**src/rtl/pc_seq_pkg.sv**
```systemverilog
// pc_seq_pkg: shared state encoding and default timing for the PC sequencer
package pc_seq_pkg;

    typedef enum logic [2:0] {
        S_RUN        = 3'd0,
        S_REDIRECT_J = 3'd1,
        S_WAIT_COND  = 3'd2,
        S_REDIRECT_B = 3'd3,
        S_HALT       = 3'd4,
        S_FAULT      = 3'd5
    } state_e;

    localparam int unsigned TIMEOUT_DEF = 15;
    localparam int unsigned TW_DEF      = 4;

endpackage

```
**src/rtl/resolve_timer.sv**
```systemverilog
// resolve_timer: saturating counter that flags when a branch resolve has waited too long
module resolve_timer #(
    parameter int unsigned TIMEOUT = 15,
    parameter int unsigned TW      = 4
) (
    input  logic clk,
    input  logic reset,
    input  logic clear,
    input  logic enable,
    output logic expired
);

    logic [TW-1:0] cnt_q, cnt_d;

    // next count: clear wins, otherwise count up while enabled and saturate at all-ones
    always_comb begin
        cnt_d   = clear ? '0 : (enable && cnt_q != '1) ? cnt_q + TW'(1) : cnt_q;
        expired = cnt_d == TW'(TIMEOUT);
    end

    // count register
    always_ff @(posedge clk) begin
        if (reset) cnt_q <= '0;
        else       cnt_q <= cnt_d;
    end

endmodule

```
**src/rtl/pc_sequencer.sv**
```systemverilog
// pc_sequencer: decides each cycle whether the PC holds, increments, jumps or branches
module pc_sequencer
    import pc_seq_pkg::*;
#(
    parameter int unsigned AW      = 32,
    parameter int unsigned TIMEOUT = TIMEOUT_DEF,
    parameter int unsigned TW      = TW_DEF
) (
    input  logic          clk,
    input  logic          reset,
    input  logic          dec_valid,
    input  logic          dec_jump,
    input  logic          dec_branch,
    input  logic          dec_halt,
    input  logic [AW-1:0] jump_tgt,
    input  logic [AW-1:0] branch_tgt,
    input  logic          cond_valid,
    input  logic          cond_taken,
    input  logic          mem_stall,
    input  logic          resume,
    output logic          sel_j,
    output logic          sel_b,
    output logic [AW-1:0] jump_addr,
    output logic [AW-1:0] branch_addr,
    output logic          pc_hold,
    output logic          flush,
    output logic          fault,
    output logic [2:0]    state_o
);

    state_e        state_q, state_d;
    logic [AW-1:0] jump_q, jump_d, branch_q, branch_d;
    logic          fault_q, fault_d;
    logic          tmr_clear, tmr_enable, tmr_expired;

    // counts WAIT_COND cycles; expired marks the cycle in which the count reaches TIMEOUT
    resolve_timer #(.TIMEOUT(TIMEOUT), .TW(TW)) u_timer (
        .clk     (clk),
        .reset   (reset),
        .clear   (tmr_clear),
        .enable  (tmr_enable),
        .expired (tmr_expired)
    );

    // next state, target capture and PC control; decode is only looked at in RUN
    always_comb begin
        state_d    = state_q;
        jump_d     = jump_q;
        branch_d   = branch_q;
        fault_d    = fault_q;
        sel_j      = 1'b0;
        sel_b      = 1'b0;
        pc_hold    = 1'b0;
        flush      = 1'b0;
        tmr_clear  = 1'b0;
        tmr_enable = 1'b0;
        case (state_q)
            S_RUN: begin
                if (dec_valid && dec_halt) begin
                    pc_hold = 1'b1;
                    state_d = S_HALT;
                end else if (dec_valid && dec_jump) begin
                    pc_hold = 1'b1;
                    flush   = 1'b1;
                    jump_d  = jump_tgt;
                    state_d = S_REDIRECT_J;
                end else if (dec_valid && dec_branch) begin
                    pc_hold   = 1'b1;
                    branch_d  = branch_tgt;
                    tmr_clear = 1'b1;
                    state_d   = S_WAIT_COND;
                end else begin
                    pc_hold = mem_stall;
                end
            end
            S_REDIRECT_J: begin
                pc_hold = mem_stall;
                sel_j   = ~mem_stall;
                flush   = ~mem_stall;
                state_d = mem_stall ? S_REDIRECT_J : S_RUN;
            end
            S_WAIT_COND: begin
                tmr_enable = 1'b1;
                pc_hold    = 1'b1;
                // a condition arriving in the last allowed cycle beats the timeout
                if (cond_valid && cond_taken) begin
                    flush   = 1'b1;
                    state_d = S_REDIRECT_B;
                end else if (cond_valid) begin
                    pc_hold = mem_stall;
                    state_d = S_RUN;
                end else if (tmr_expired) begin
                    fault_d = 1'b1;
                    state_d = S_FAULT;
                end
            end
            S_REDIRECT_B: begin
                pc_hold = mem_stall;
                sel_b   = ~mem_stall;
                flush   = ~mem_stall;
                state_d = mem_stall ? S_REDIRECT_B : S_RUN;
            end
            S_HALT: begin
                pc_hold = 1'b1;
                state_d = resume ? S_RUN : S_HALT;
            end
            S_FAULT: begin
                pc_hold = 1'b1;
            end
            default: begin
                pc_hold = 1'b1;
                state_d = S_RUN;
            end
        endcase
    end

    // state, captured targets and sticky fault
    always_ff @(posedge clk) begin
        if (reset) begin
            state_q  <= S_RUN;
            jump_q   <= '0;
            branch_q <= '0;
            fault_q  <= 1'b0;
        end else begin
            state_q  <= state_d;
            jump_q   <= jump_d;
            branch_q <= branch_d;
            fault_q  <= fault_d;
        end
    end

    assign jump_addr   = jump_q;
    assign branch_addr = branch_q;
    assign fault       = fault_q;
    assign state_o     = state_q;

endmodule

```
**config.mk**
```make
export PLATFORM = sky130hd
export DESIGN_NAME = pc_sequencer
export DESIGN_NICKNAME = d
export VERILOG_FILES = /design/src/rtl/pc_seq_pkg.sv /design/src/rtl/resolve_timer.sv /design/src/rtl/pc_sequencer.sv
export SDC_FILE = /design/constraint.sdc
export NUM_CORES = 1
export LEC_CHECK = 0
export BUFFER_PORTS_ARGS = -buffer_cell sky130_fd_sc_hd__buf_2
export CAP_MARGIN = 20
export CORE_UTILIZATION = 47
export CTS_BUF_LIST = sky130_fd_sc_hd__clkbuf_16
export DETAILED_ROUTE_END_ITERATION = 10
export GPL_TIMING_DRIVEN = 0
export PLACE_DENSITY = 0.8
export SYNTH_ARGS = -nofsm -noshare
export SYNTH_HDL_FRONTEND = slang
export SYNTH_HIERARCHICAL = 1
export SYNTH_SLANG_ARGS = --single-unit
export TNS_END_PERCENT = 30
```
**constraint.sdc**
```tcl
create_clock -name clk -period 3 [get_ports clk]
set_clock_uncertainty 0.2 [all_clocks]
set_input_delay 0.45 -clock clk [delete_from_list [all_inputs] [get_ports clk]]
set_output_delay 0.45 -clock clk [all_outputs]
set_load 0.05 [all_outputs]
```
==> results of run 1 <==
## cell usage after synthesis, types with 2 or more instances
cell type    n  area, sq um
and4_1       2         17.5
buf_12       6          120
a21oi_1      3         15.0
o211a_1      2         20.0
nand4b_1     3         26.3
buf_6        4         45.0
nand4_1      2         12.5
nor2_1       5         18.8
nand3_1      2         10.0
nor2b_1      2         12.5
mux2i_1     64          641
clkbuf_1    15         56.3
inv_1        4         15.0
dfxtp_1     72         1440
a31oi_1      3         18.8
nand2_1    131          492
nand2b_1     3         18.8
o21ai_0      6         30.0
nand3b_1     5         37.5
## power groups by stage
stage	Clock (mW)	Combinational, mW	Sequential [mW]
floorplan	0	0.190	1.15
global placement	0	0.421	1.03
detailed placement	0	0.429	1.03
CTS	1.01	0.431	1.01
global route	1.06	0.461	1.02
finish	0.990	0.430	1.01
## worst min path at each step
stage | from | to | cells after the start
6_report | reset | fault | 2
5_1_grt | reset | fault | 2
4_1_cts | reset | fault | 2
3_5_place_dp | jump_addr[15] | jump_addr[15] | 2
3_3_place_gp | jump_addr[28] | jump_addr[28] | 2
2_1_floorplan | u_timer/cnt_q[1] | u_timer/cnt_q[1] | 2
## state kept, by name (all words and copies together) (netlist names)
name           flops
state_o            3
u_timer/cnt_q      4
jump_addr         32
branch_addr       32
fault              1
## layout by cell type (no fill, tap or decap), types with 2 or more instances in the layout
cell type  Yosys  routed
buf_2          0     145
nand2_1      131     131
dfxtp_1       72      72
mux2i_1       64      64
clkbuf_1      15      15
clkbuf_16      0       9
o21ai_0        6       6
buf_12         6       6
nor2_1         5       5
nand3b_1       5       5
buf_6          4       4
inv_1          4       4
nand4b_1       3       3
nand2b_1       3       3
a21oi_1        3       3
a31oi_1        3       3
nand3_1        2       2
and4_1         2       2
nor2b_1        2       2
o211a_1        2       2
clkinv_1       0       2
nand4_1        2       2
## metrics by stage
| stage | instances | setup slack, ps | power, mW | utilization [%] | hold WS, ps |
|---|---|---|---|---|---|
| global route | 593 | 71.3 | 2.54 | 66.6 | 167 |
| detailed placement | 579 | 380 | 1.46 | 62.4 | 246 |
| finish | 593 | 311 | 2.43 | 66.6 | 152 |
| CTS | 593 | 339 | 2.46 | 66.6 | 142 |
| global placement | 579 | 420 | 1.45 | 62.4 | 240 |
| floorplan | 357 | 298 | 1.34 | - | 305 |
## routing by layer
metal	wire length [microns]	share of wire, %
met5	0	0
met4	106	1.3
met3	597	7.4
met2	3860	48
met1	3540	44
## cell type report
| cell class | count | area (sq um) |
|---|---|---|
| Tap cell | 77 | 96.3 |
| Sequential cell | 72 | 1440 |
| Timing Repair Buffer | 145 | 726 |
| Clock inverter | 5 | 50.0 |
| Buffer | 26 | 229 |
| Fill cell | 570 | 2180 |
| Clock buffer | 9 | 225 |
| Inverter | 5 | 18.8 |
| Multi-Input combinational cell | 254 | 1570 |
## logic make-up after synthesis
logic type | after synthesis | synth area share (%)
multiplexers | 64 | 19.7
AO/OA/AOI/OAI | 25 | 5.53
flip-flops | 72 | 44.3
buffers and inverters | 31 | 7.61
adder cells (fa/ha/maj) | 1 | 0.384
AND/OR/NAND/NOR | 164 | 22.5
==> metrics.md, run 1 <==
| Metric | Value |
|---|---|
| Gate power share | `17.7%` |
| Clock Latency Late Sink | `320 ps` |
| Met1 Use GR | `28.9%` |
| Crit path capture type | `flip-flop` |
| Critical setup path kind | `reg2reg` |
| # setup viols final | `0` |
| DP Wirelength | `6.16 mm` |
| Worst-path fanout max | `10` |
| Reg2Reg Depth | `7` |
| Synthesized area | `0.00326 sq mm` |
| FP Rows | `29` |
| Worst Hold Class | `in2reg` |
| Crit path launch type | `flip-flop` |
| Worst setup path endpoint | `state_o[0]` |
| # DRC | `0` |
| Sequential element share of the synthesized area | `44.3%` |
| Clk sinks | `72` |
| Layout area overhead | `33.7%` |
| Tot GR Track Use | `23.1%` |
| Gpl congestion | `0.813` |
| Die area | `0.00726 sq mm` |
| Leakage | `2.00 nW` |
| Final Cell Area | `0.00435 sq mm` |
| Met2 Usage GRT | `39.7%` |
| Post_cts resized | `0` |
| CP required | `3030 ps` |
| Post-Syn Instances | `357` |
| Worst Tran Pin Value | `570 ps` |
| Psw | `0.665 mW` |
| Switching share of power | `27.3%` |
| Ys async rst share | `0%` |
| Die height | `85.2 microns` |
| Flops & latches, synth | `72` |
| Headroom to the max-slew limit | `61.8%` |
| Hold Fails Final Rpt | `0` |
| Initial antenna violation count | `0` |
| WL final | `8.10 mm` |
| Via density | `5.11` |
| FF-to-FF End | `state_o[0]` |
| Unrepaired setup endpoints after global routing | `false` |
| Fin crit period | `2690 ps` |
| # Max-Cap Violations | `0` |
| CP Launch Point | `state_o[0]` |
| TritonCTS Buffers | `9` |
| WL per Instance | `13.7 microns` |
| Post-synth EDFFs | `0` |
| Peak supply drop | `0.320 mV` |
| Via count | `3033` |
| Die width | `85.2 microns` |
| Top Family by Delay on Critical Path | `simple AND/OR/NAND/NOR gates` |
| Core Box Area | `0.00653 sq mm` |
| Final worst path period share | `89.6%` |
| Yosys warning total | `6` |
| Setup tns final | `0 ps` |
| CTS H-tree lvls | `3` |
| Synth unique cells | `42` |
| Routed Antenna Nets | `0` |
| Placed Area | `0.00408 sq mm` |
| Outcome | `completed` |
| Clock power share | `40.7%` |
| Top FF cell, synth | `dfxtp_1` |
| Sequential share of power | `41.7%` |
| Syn avg cell area | `9.12 sq um` |
| Vias in the first global route | `2892` |
| GRT Residual Overflow | `0` |
| Diodes inserted | `0` |
| Critical Path Stages | `7` |
| Top Ports | `146` |
| Final Max Tran Viols | `0` |
| Detailed Route Iter0 Violations | `97` |
| Fin nets | `588` |
| Largest net degree at the start of global routing | `13` |
| Max Buffers Root-to-Sink | `2` |
| Fmax | `372 MHz` |
| Most used routing layer | `met2` |
| P_int | `1.77 mW` |
| Crit-path max cell delay | `560 ps` |
| Pwr per Cell Area | `559 mW/mm^2` |
| Critical Path AT | `2720 ps` |
| Worst Path Buf+Inv | `2` |
| Initial DRT Pass Iterations | `5` |
| Starting Density | `49.8%` |
| Root buf cell | `clkbuf_16` |
| R2r startpoint | `state_o[0]` |
| CTS tree | `built` |
| Share of layout cells above drive strength 1 | `34.3%` |
| Syn_nets | `432` |
| First-pass GRT wire length | `13.4 mm` |
| Worst-path cell chain | `clkbuf_1, nor3b_2, inv_2, or3_4, a211oi_2, o221ai_1, a31oi_1` |
| Reg-to-reg slack, setup | `310 ps` |
| Worst path slowest cell | `nor3b_2` |
| Post-CTS Hold Buffers | `0` |
| Met3 usage | `5.54%` |
| Post-CTS Setup Inserts | `0` |
| Clk slew on worst S/H paths | `50 ps` |
| # port buffers | `145` |
(Power assumes the default switching activity.)
==> run 2: changes to the inputs <==
BUFFER_PORTS_ARGS = not set   (was -buffer_cell sky130_fd_sc_hd__buf_2)
CORE_UTILIZATION = 60   (was 47)
DONT_BUFFER_PORTS = 1   (was not set)
PLACE_DENSITY = 0.76   (was 0.8)
==> run 2 against run 1 <==
Against the previous run:
- critical path depth decreased by 4
- non-clock buffer count shrank 143
- critical path type is now reg2out
- die area fell by 21%
- highest routed layer unchanged
- register-to-register slack got worse by 70 ps
- power shrank 2.8%
- clock power hardly changed
- cell area fell by 16%
- global-route usage up 1.1 points
==> metrics.md, run 2 (same netlist as run 1, synthesis figures left out) <==
| Metric | Value |
|---|---|
| Max Buffers Root-to-Sink | `2 (unchanged)` |
| Worst-path fanout max | `10 (unchanged)` |
| Final Util | `70.5% (was 66.6%)` |
| WL per Instance | `16.2 microns (was 13.7 microns)` |
| Clk sinks | `72 (unchanged)` |
| Gpl congestion | `0.757 (was 0.813)` |
| Worst hold slack | `61.2 ps (was 152 ps)` |
| Fin crit period | `2900 ps (was 2690 ps)` |
| WL final | `7.17 mm (was 8.10 mm)` |
| Fmax | `345 MHz (was 372 MHz)` |
| Worst-path cell chain | `clkbuf_1, nand2_1, nor2_1 (was clkbuf_1, nor3b_2, inv_2, or3_4, a211oi_2, o221ai_1, a31oi_1)` |
| Final Max Tran Viols | `0 (unchanged)` |
| Worst Hold Class | `in2reg (unchanged)` |
| Critical Path AT | `2250 ps (was 2720 ps)` |
| Headroom to the max-slew limit | `40.3% (was 61.8%)` |
| Post-CTS Setup Inserts | `0 (unchanged)` |
| Met2 Usage GRT | `39.1% (was 39.7%)` |
| Die height | `75.7 microns (was 85.2 microns)` |
| Initial DRT Pass Iterations | `4 (was 5)` |
| Most used routing layer | `met2 (unchanged)` |
| CTS H-tree lvls | `3 (unchanged)` |
| Clk slew on worst S/H paths | `60 ps (was 50 ps)` |
| Die area | `0.00572 sq mm (was 0.00726 sq mm)` |
| Routed Antenna Nets | `0 (unchanged)` |
| Pwr per Cell Area | `649 mW/mm^2 (was 559 mW/mm^2)` |
| Clock Latency Late Sink | `320 ps (about the same)` |
| Met3 usage | `8.60% (was 5.54%)` |
| Layout area overhead | `12.0% (was 33.7%)` |
| Crit path capture type | `output port (was flip-flop)` |
| Worst Path Buf+Inv | `1 (was 2)` |
| FP Rows | `26 (was 29)` |
| Crit path launch type | `flip-flop (unchanged)` |
| Top Family by Delay on Critical Path | `simple AND/OR/NAND/NOR gates (unchanged)` |
| First-pass GRT wire length | `10.1 mm (was 13.4 mm)` |
| Setup tns final | `0 ps (unchanged)` |
| Unrepaired setup endpoints after global routing | `false (unchanged)` |
| CTS tree | `built (unchanged)` |
| Top Ports | `146 (unchanged)` |
| CP required | `2350 ps (was 3030 ps)` |
| Most frequent cells in the layout | `nand2_1, dfxtp_1, mux2i_1 (was buf_2, nand2_1, dfxtp_1)` |
| Fin nets | `445 (was 588)` |
| Diodes inserted | `0 (unchanged)` |
| Largest net degree at the start of global routing | `13 (unchanged)` |
| Die width | `75.7 microns (was 85.2 microns)` |
| Via density | `5.72 (was 5.11)` |
| Worst Tran Pin Value | `892 ps (was 570 ps)` |
| Initial antenna violation count | `0 (unchanged)` |
| TritonCTS Buffers | `9 (unchanged)` |
| Final Power | `2.37 mW (was 2.43 mW)` |
| GRT Residual Overflow | `0 (unchanged)` |
| Critical setup path kind | `reg2out (was reg2reg)` |
| Hold Fails Final Rpt | `0 (unchanged)` |
| Crit-path max cell delay | `700 ps (was 560 ps)` |
| Final Cell Area | `0.00365 sq mm (was 0.00435 sq mm)` |
| # fillers | `396 (was 570)` |
| Detailed Route Iter0 Violations | `65 (was 97)` |
| Worst path slowest cell | `nor2_1 (was nor3b_2)` |
| Root buf cell | `clkbuf_16 (unchanged)` |
| # setup viols final | `0 (unchanged)` |
| Final worst path period share | `96.5% (was 89.6%)` |
| Met1 Use GR | `26.8% (was 28.9%)` |
| Starting Density | `62.9% (was 49.8%)` |
| Outcome | `completed (unchanged)` |
| # DRC | `0 (unchanged)` |
| DP Wirelength | `5.17 mm (was 6.16 mm)` |
| Vias in the first global route | `2201 (was 2892)` |
| Via count | `2538 (was 3033)` |
| Share of layout cells above drive strength 1 | `9.09% (was 34.3%)` |
| # port buffers | `0 (was 145)` |
| Tot GR Track Use | `24.2% (was 23.1%)` |
| # Max-Cap Violations | `0 (unchanged)` |
| Leading cell type in the layout, fill and taps excluded | `nand2_1 (was buf_2)` |
| Placed Area | `0.00335 sq mm (was 0.00408 sq mm)` |
| Core Box Area | `0.00517 sq mm (was 0.00653 sq mm)` |
| Peak supply drop | `0.454 mV (was 0.320 mV)` |
| Leakage | `1.34 nW (was 2.00 nW)` |
## run 2: changes by cell type in the layout (fill, tap and decap cells not counted)
cell	previous run	this run
buf_2	145	0
dfxtp_2	0	1
clkinv_1	2	1
dlygate4sd3_1	0	1
dfxtp_1	72	71
nor3b_2	1	0
inv_1	4	6
nor3b_4	0	1
buf_4	1	2
## run 2: worst register-to-register path: cells and delay by family, from the launching register on
family / cells / cell delay [ps]
and+or+nand+nor: 2 / 860
AOI/OAI and AO/OA: 3 / 700
DFF: 1 / 500
buffers and inverters: 2 / 430
## run 2: area by class of cell
class	instances	area (sq um)	share of cell area, %
Sequential cell	72	1440	39.6
Clock buffer	9	225	6.17
Tap cell	70	87.6	2.40
Clock inverter	6	53.8	1.48
Timing Repair Buffer	2	17.5	0.480
Buffer	26	229	6.28
Inverter	5	18.8	0.515
Multi-Input combinational cell	254	1570	43.1
## run 2: worst paths after layout
kind	depth (start not counted)	from	slack, ps	to
worst max-delay path	3	state_o[0]	100	sel_j
worst max register to register	7	state_o[0]	240	state_o[2]
worst min-delay path	2	jump_tgt[1]	60	jump_addr[1]
worst min register to register	2	u_timer/cnt_q[2]	350	u_timer/cnt_q[2]
## run 2: timing repair
action                                 CTS  global route
setup endpoints to repair                0             4
endpoints found under the hold margin    1             0
hold buffers                             1             0
gates resized for setup                  0             2
## run 2: power by group
group	internal, mW	total (mW)	switching [mW]
Clock	0.628	1.00	0.373
Combinational	0.0982	0.231	0.132
Sequential	0.993	1.13	0.142
## run 2: routing by layer
metal  routed length (microns)  share of wire [%]
met1                      2940                 41
met2                      3380                 47
met3                       616                8.6
met4                       245                3.4
met5                         0                  0
## run 2: per-stage QoR
stage	setup slack [ps]	cells
final	104	444
after floorplan	298	357
after global placement	129	427
after global routing	0.0522	444
after CTS	22.5	444
after detailed placement	66.4	428
